**src/rtl/axil_pkg.sv**
```systemverilog
// axil_pkg: shared types and constants for the AXI4-Lite write slave.
//   state_t      - write-path FSM states (IDLE, WRITE, RESP)
//   RESP_OKAY    - BRESP for a write that hit a register in the window
//   RESP_SLVERR  - BRESP for a write outside the window or misaligned
//   *_WIDTH      - address, data and byte-strobe widths of the bus
package axil_pkg;

  localparam int ADDR_WIDTH = 32;
  localparam int DATA_WIDTH = 32;
  localparam int STRB_WIDTH = DATA_WIDTH / 8;

  localparam logic [1:0] RESP_OKAY   = 2'b00;
  localparam logic [1:0] RESP_SLVERR = 2'b10;

  typedef enum logic [1:0] {
    IDLE  = 2'd0,
    WRITE = 2'd1,
    RESP  = 2'd2
  } state_t;

endpackage

```
**src/rtl/axil_addr_check.sv**
```systemverilog
// axil_addr_check: combinational register-window decode.
//   addr  (in)  - byte address of the write
//   valid (out) - high when addr hits one register of the window
//                 [OFFSET, OFFSET + NUM_ADDRESSES*ADDRESS_STEP) on an
//                 ADDRESS_STEP boundary relative to OFFSET.
module axil_addr_check
  import axil_pkg::*;
#(
  parameter logic [ADDR_WIDTH-1:0] OFFSET        = '0,
  parameter int unsigned           ADDRESS_STEP  = 4,
  parameter int unsigned           NUM_ADDRESSES = 32
) (
  input  logic [ADDR_WIDTH-1:0] addr,
  output logic                  valid
);

  // One extra bit so a window that ends exactly at 2^32 does not wrap to 0.
  localparam logic [ADDR_WIDTH:0] WIN_LO = {1'b0, OFFSET};
  localparam logic [ADDR_WIDTH:0] WIN_HI =
    WIN_LO + (33'(NUM_ADDRESSES) * 33'(ADDRESS_STEP));

  logic [ADDR_WIDTH:0]   addr_ext;
  logic [ADDR_WIDTH-1:0] rel_addr;

  assign addr_ext = {1'b0, addr};
  assign rel_addr = addr - OFFSET;

  assign valid = (addr_ext >= WIN_LO) && (addr_ext < WIN_HI) &&
                 ((rel_addr % ADDRESS_STEP) == '0);

endmodule

```
**src/rtl/axil_write_slave.sv**
```systemverilog
// axil_write_slave: AXI4-Lite write-only slave that turns one AW+W pair
// into a single-cycle write strobe for a downstream register decoder.
//   clk, rst_n                      - clock, asynchronous active-low reset
//   s_awaddr/s_awvalid/s_awready    - write-address channel
//   s_wdata/s_wstrb/s_wvalid/s_wready - write-data channel
//   s_bresp/s_bvalid/s_bready       - write-response channel
//   wr_address/wr_data/wr_strb      - last captured write (held between writes)
//   write_en                        - one-cycle strobe, only for valid addresses
module axil_write_slave
  import axil_pkg::*;
#(
  parameter logic [ADDR_WIDTH-1:0] OFFSET        = '0,
  parameter int unsigned           ADDRESS_STEP  = 4,
  parameter int unsigned           NUM_ADDRESSES = 32
) (
  input  logic                  clk,
  input  logic                  rst_n,
  input  logic [ADDR_WIDTH-1:0] s_awaddr,
  input  logic                  s_awvalid,
  output logic                  s_awready,
  input  logic [DATA_WIDTH-1:0] s_wdata,
  input  logic [STRB_WIDTH-1:0] s_wstrb,
  input  logic                  s_wvalid,
  output logic                  s_wready,
  output logic [1:0]            s_bresp,
  output logic                  s_bvalid,
  input  logic                  s_bready,
  output logic [ADDR_WIDTH-1:0] wr_address,
  output logic [DATA_WIDTH-1:0] wr_data,
  output logic [STRB_WIDTH-1:0] wr_strb,
  output logic                  write_en
);

  state_t                state_reg;
  logic                  aw_held_reg;
  logic                  w_held_reg;
  logic [ADDR_WIDTH-1:0] awaddr_reg;
  logic [DATA_WIDTH-1:0] wdata_reg;
  logic [STRB_WIDTH-1:0] wstrb_reg;
  logic                  addr_ok_reg;
  logic                  awready_reg;
  logic                  wready_reg;
  logic                  bvalid_reg;
  logic [1:0]            bresp_reg;
  logic [ADDR_WIDTH-1:0] wr_address_reg;
  logic [DATA_WIDTH-1:0] wr_data_reg;
  logic [STRB_WIDTH-1:0] wr_strb_reg;
  logic                  write_en_reg;

  logic                  aw_hs;
  logic                  w_hs;
  logic                  aw_have;
  logic                  w_have;
  logic [ADDR_WIDTH-1:0] cap_addr;
  logic [DATA_WIDTH-1:0] cap_data;
  logic [STRB_WIDTH-1:0] cap_strb;
  logic                  cap_addr_ok;

  // Readies are only ever high in IDLE, so a handshake implies IDLE.
  assign aw_hs   = s_awvalid && awready_reg;
  assign w_hs    = s_wvalid && wready_reg;
  assign aw_have = aw_held_reg || aw_hs;
  assign w_have  = w_held_reg || w_hs;

  // The beat completing the pair may arrive this cycle, so take it from
  // the bus; the earlier beat comes from its holding register.
  assign cap_addr = aw_held_reg ? awaddr_reg : s_awaddr;
  assign cap_data = w_held_reg  ? wdata_reg  : s_wdata;
  assign cap_strb = w_held_reg  ? wstrb_reg  : s_wstrb;

  axil_addr_check #(
    .OFFSET        (OFFSET),
    .ADDRESS_STEP  (ADDRESS_STEP),
    .NUM_ADDRESSES (NUM_ADDRESSES)
  ) u_addr_check (
    .addr  (cap_addr),
    .valid (cap_addr_ok)
  );

  always_ff @(posedge clk or negedge rst_n) begin
    if (!rst_n) begin
      state_reg      <= IDLE;
      aw_held_reg    <= 1'b0;
      w_held_reg     <= 1'b0;
      awaddr_reg     <= '0;
      wdata_reg      <= '0;
      wstrb_reg      <= '0;
      addr_ok_reg    <= 1'b0;
      awready_reg    <= 1'b0;
      wready_reg     <= 1'b0;
      bvalid_reg     <= 1'b0;
      bresp_reg      <= RESP_OKAY;
      wr_address_reg <= '0;
      wr_data_reg    <= '0;
      wr_strb_reg    <= '0;
      write_en_reg   <= 1'b0;
    end else begin
      case (state_reg)
        IDLE: begin
          if (aw_hs) begin
            aw_held_reg <= 1'b1;
            awaddr_reg  <= s_awaddr;
            awready_reg <= 1'b0;
          end else if (!aw_held_reg) begin
            awready_reg <= 1'b1;
          end

          if (w_hs) begin
            w_held_reg <= 1'b1;
            wdata_reg  <= s_wdata;
            wstrb_reg  <= s_wstrb;
            wready_reg <= 1'b0;
          end else if (!w_held_reg) begin
            wready_reg <= 1'b1;
          end

          // Pair complete: present it during the next cycle (WRITE).
          if (aw_have && w_have) begin
            state_reg      <= WRITE;
            awready_reg    <= 1'b0;
            wready_reg     <= 1'b0;
            wr_address_reg <= cap_addr;
            wr_data_reg    <= cap_data;
            wr_strb_reg    <= cap_strb;
            write_en_reg   <= cap_addr_ok;
            addr_ok_reg    <= cap_addr_ok;
          end
        end

        WRITE: begin
          state_reg    <= RESP;
          write_en_reg <= 1'b0;
          bvalid_reg   <= 1'b1;
          bresp_reg    <= addr_ok_reg ? RESP_OKAY : RESP_SLVERR;
        end

        RESP: begin
          // Re-arm both readies on the B handshake so the next pair can be
          // captured on the very next edge.
          if (s_bready) begin
            state_reg   <= IDLE;
            bvalid_reg  <= 1'b0;
            aw_held_reg <= 1'b0;
            w_held_reg  <= 1'b0;
            awready_reg <= 1'b1;
            wready_reg  <= 1'b1;
          end
        end

        default: begin
          state_reg <= IDLE;
        end
      endcase
    end
  end

  assign s_awready  = awready_reg;
  assign s_wready   = wready_reg;
  assign s_bvalid   = bvalid_reg;
  assign s_bresp    = bresp_reg;
  assign wr_address = wr_address_reg;
  assign wr_data    = wr_data_reg;
  assign wr_strb    = wr_strb_reg;
  assign write_en   = write_en_reg;

endmodule

```
**config.mk**
```make
export PLATFORM = sky130hd
export DESIGN_NAME = axil_write_slave
export DESIGN_NICKNAME = d
export VERILOG_FILES = /design/src/rtl/axil_pkg.sv /design/src/rtl/axil_addr_check.sv /design/src/rtl/axil_write_slave.sv
export SDC_FILE = /design/constraint.sdc
export NUM_CORES = 1
export LEC_CHECK = 0
export ABC_AREA = 1
export CAP_MARGIN = 20
export CORE_ASPECT_RATIO = 0.7
export CORE_MARGIN = 2
export CORE_UTILIZATION = 56
export CTS_BUF_LIST = sky130_fd_sc_hd__clkbuf_8
export CTS_CLUSTER_DIAMETER = 120
export DETAILED_ROUTE_END_ITERATION = 10
export HOLD_SLACK_MARGIN = 0.05
export PLACE_DENSITY = 0.9
export SLEW_MARGIN = 10
export SYNTH_ARGS = -nofsm -noshare
export SYNTH_HDL_FRONTEND = slang
export SYNTH_SLANG_ARGS = --single-unit
```
**constraint.sdc**
```tcl
create_clock -name clk -period 4.1 [get_ports clk]
set_input_delay 0.82 -clock clk [delete_from_list [all_inputs] [get_ports clk]]
set_output_delay 0.82 -clock clk [all_outputs]
set_load 0.005 [all_outputs]
```
==> summary.txt <==
Pwr
  • Switching Power: 2.416 mW
  • Peak supply drop: between 0.4 and 0.5 mV
  • Comb power frac: 43.3%
  • Flop pwr share: between 30 and 40%
  • P_int: 4.003 mW
  • Power per cell area: roughly 780 nW/um^2
  • Clk pwr share: 17.8%
  • Leak: approximately 4.1 nW
  • Pwr Total: 6.418 mW
  • Switching share of power: about 38%

STA
  • Final Hold Vio Count: 0
  • Fmax: 382.6 MHz
  • Setup_tns: 0 ns
  • Setup ws final: ~1.5 ns
  • Minimum clock period: ~2.6 ns
  • Slew headroom: between 40 and 50%
  • Final Max Tran Viols: 0
  • Final setup vio count: 0
  • RSZ-0062 raised after global routing: false
  • Tcrit/Tclk final: 63.74%
  • Worst-Margin Slew: around 0.9 ns
  • Min Hold Slack: 0.4760 ns
  • Clock Skew: about 0.018 ns

Place
  • Pre-CTS WS: ~1.3 ns
  • Dpl cells: just over 1000
  • Gpl congestion: approximately 0.8
  • Post-DP HPWL: between 9000 and 10000 um
  • Port Buf Inserts: approximately 150
  • Placed cell area: roughly 8000 sq um

Min path
  • WHS Endpoint: wr_address[10]$_DFFE_PN0P_
  • Hold path cells: 2
  • Worst hold path startpoint: wr_address[10]$_DFFE_PN0P_
  • HP Class: flip-flop to flip-flop

CTS
  • Resize count post-CTS: 0
  • H-tree levels: 4
  • Root buf cell: clkbuf_8
  • Total CTS buffers: 17
  • CTS tree: yes
  • Clock sink total: approximately 150
  • Postcts setup bufs: 0
  • Clock slew at reported path FFs: 0.07 ns
  • Clk_lat worst skew: 0.44 ns
  • CTS max path bufs: 2
  • Post-CTS Hold Fix Bufs: 0

Synthesis
  • Syn_area_per_cell: a little over 8 sq um
  • Syn Nets: about 850
  • Mux cell area share after synthesis: less than 1%
  • Yosys top cell area share: between 50 and 60%
  • Mapped cell area: 6317 sq um
  • Synth unique cells: 22
  • EDFF count, synth: 0
  • Sequential fraction of the synthesis area: 57.83%
  • Post-synthesis xor/xnor area fraction: 0%
  • Synth Area in Compound Gates: between 10% and 20%
  • List of most frequent post-synthesis cells: nand2_1, dfrtp_1, o21ai_0, inv_1, o21ai_1
  • Most frequent cell after synthesis: nand2_1
  • Largest cells by area after synthesis: dfrtp_1, nand2_1, o21ai_0
  • Syn. warnings: 0
  • Dominant cell type by area after synthesis: dfrtp_1
  • Synth Flop Type: dfrtp_1
  • Number of synthesized register bits: approximately 150
  • Cells after synthesis: a little under 800
  • Asr flop ratio synth: 100.0%
  • Simple-gate share of the synthesized area: 18.89%
  • Largest family of logic cells by synthesized area: simple AND/OR/NAND/NOR gates
  • Post-Synth Adder-Cell Area: 0%

Cells and area
  • Design area: 8260 sq um
  • Layout net count: between 900 and 1000
  • Fraction of layout instances using a drive strength above 1: roughly 5.6%
  • Post-Layout Cell Count: about 1100
  • Final Util: approximately 75%
  • Fill cells: around 800
  • Area Growth Syn to Fin: 30.76%
  • Area occupied by multi-input gates: roughly 2100 sq um
  • FF+latch area: 3654 sq um
  • # diodes: 0

Route
  • Via count: ~5300
  • Routed len/inst: roughly 13 um
  • Antenna Nets Post-Route: 0
  • Final WL: ~14000 um
  • DRT iter0 DRCs: between 300 and 400
  • # DRC: 0
  • Router iterations before antenna repair: 5
  • Vias per cell: 4.954

Global routing
  • Global Route Usage Sum: 25.73%
  • Pin count of the biggest net entering global routing: between 100 and 150
  • Grt ovf: 0
  • First-pass GRT wire length: 24210 um
  • Vias in the first global route: approximately 5100
  • Antenna violations before repair: 0

Die
  • Core area: between 10000 and 15000 sq um
  • Die Height: between 90 and 100 um
  • DIE WIDTH: approximately 130 um
  • Ports: between 100 and 150
  • Core Rows: 32
  • Starting Density: 57.38%
  • Die ar.: approximately 12000 sq um

Worst setup path
  • Worst r2r dst: wr_address[3]$_DFFE_PN0P_
  • WS Path Type: flip-flop to flip-flop
  • Crit end category: flip-flop
  • Required time of the critical path: 4.44 ns
  • Startpoint types: flip-flop
  • Worst reg2reg startpoint: aw_held_reg$_DFFE_PN0P_
  • Reg2reg setup slack: about 1.5 ns
  • CP max FO: between 70 and 80
  • Crit path arrival time: between 2 and 3 ns
  • Worst reg-to-reg path cell count: 9

Run status
  • Status: finished, final reports clean

Run
  • # Max-Cap Violations: 0
-- cell type report --
type | instances | area share (%)
inverter | 92 | 4.211
sequential | 146 | 44.23
clock inverter | 11 | 1.681
tap | 153 | 2.317
multi-input combinational | 493 | 25.93
clock buffer | 19 | 3.166
timing repair buffer | 153 | 18.46
-- worst max-delay path by stage --
stage	startpoint	to	slack, ns	depth (start not counted)
after floorplan	s_wvalid	wr_address[23]$_DFFE_PN0P_	2.35	9
after global placement	s_wvalid	s_awready$_DFFE_PN0P_	1.38	9
after detailed placement	s_wvalid	wr_data[17]$_DFFE_PN0P_	1.32	8
after CTS	aw_held_reg$_DFFE_PN0P_	wr_address[3]$_DFFE_PN0P_	1.50	9
after global routing	aw_held_reg$_DFFE_PN0P_	wr_address[3]$_DFFE_PN0P_	1.25	9
final	aw_held_reg$_DFFE_PN0P_	wr_address[3]$_DFFE_PN0P_	1.49	9
-- placed cells by master (no fill, tap or decap), types with 2 or more instances in the layout --
| master | Yosys | final |
|---|---|---|
| a21oi_1 | 4 | 4 |
| inv_2 | 2 | 3 |
| buf_4 | 1 | 7 |
| o21ai_0 | 116 | 116 |
| nand2_1 | 285 | 285 |
| clkinvlp_4 | 0 | 4 |
| mux2_2 | 3 | 3 |
| o21ai_1 | 60 | 60 |
| bufinv_16 | 0 | 3 |
| nand4_1 | 2 | 2 |
| clkinv_2 | 0 | 3 |
| inv_1 | 89 | 89 |
| nand3_1 | 4 | 2 |
| clkbuf_8 | 0 | 19 |
| dfrtp_1 | 146 | 146 |
| nand3_2 | 0 | 2 |
| clkdlybuf4s50_1 | 0 | 144 |
| nor2_1 | 14 | 14 |
-- power by group through the flow --
stage	Sequential (mW)	Clock (mW)	Combinational, mW
after global routing	2.58	1.23	3.17
after detailed placement	2.50	0	2.78
after floorplan	2.47	0	1.63
after global placement	2.49	0	2.66
final	2.50	1.14	2.78
after CTS	2.50	1.16	2.80
-- cell families after synthesis --
group,after synthesis
AND/OR/NAND/NOR,309
AO/OA/AOI/OAI,180
flip-flops,146
buffers and inverters,135
multiplexers,3
other,1
-- routing by layer --
layer	track usage [%]	part of all wire (%)	wire length, um	up-vias
met4	8.511	1.5	212	0
met1	35.58	46	6645	2450
met5	0	0	0	-
met3	5.835	5.2	753	20
met2	40.46	47	6791	141
li1	-	-	-	2675
-- worst max-delay path: stages, from the launching register on --
cell     delay [ns]
dfrtp_1        0.36
buf_4          0.24
inv_2          0.50
nand2_1        0.15
nand2_2        0.16
nor2_8         0.07
inv_4          0.44
buf_12         0.35
nand2_1        0.10
o21ai_1        0.12
Power figures use the tool's default switching activity.
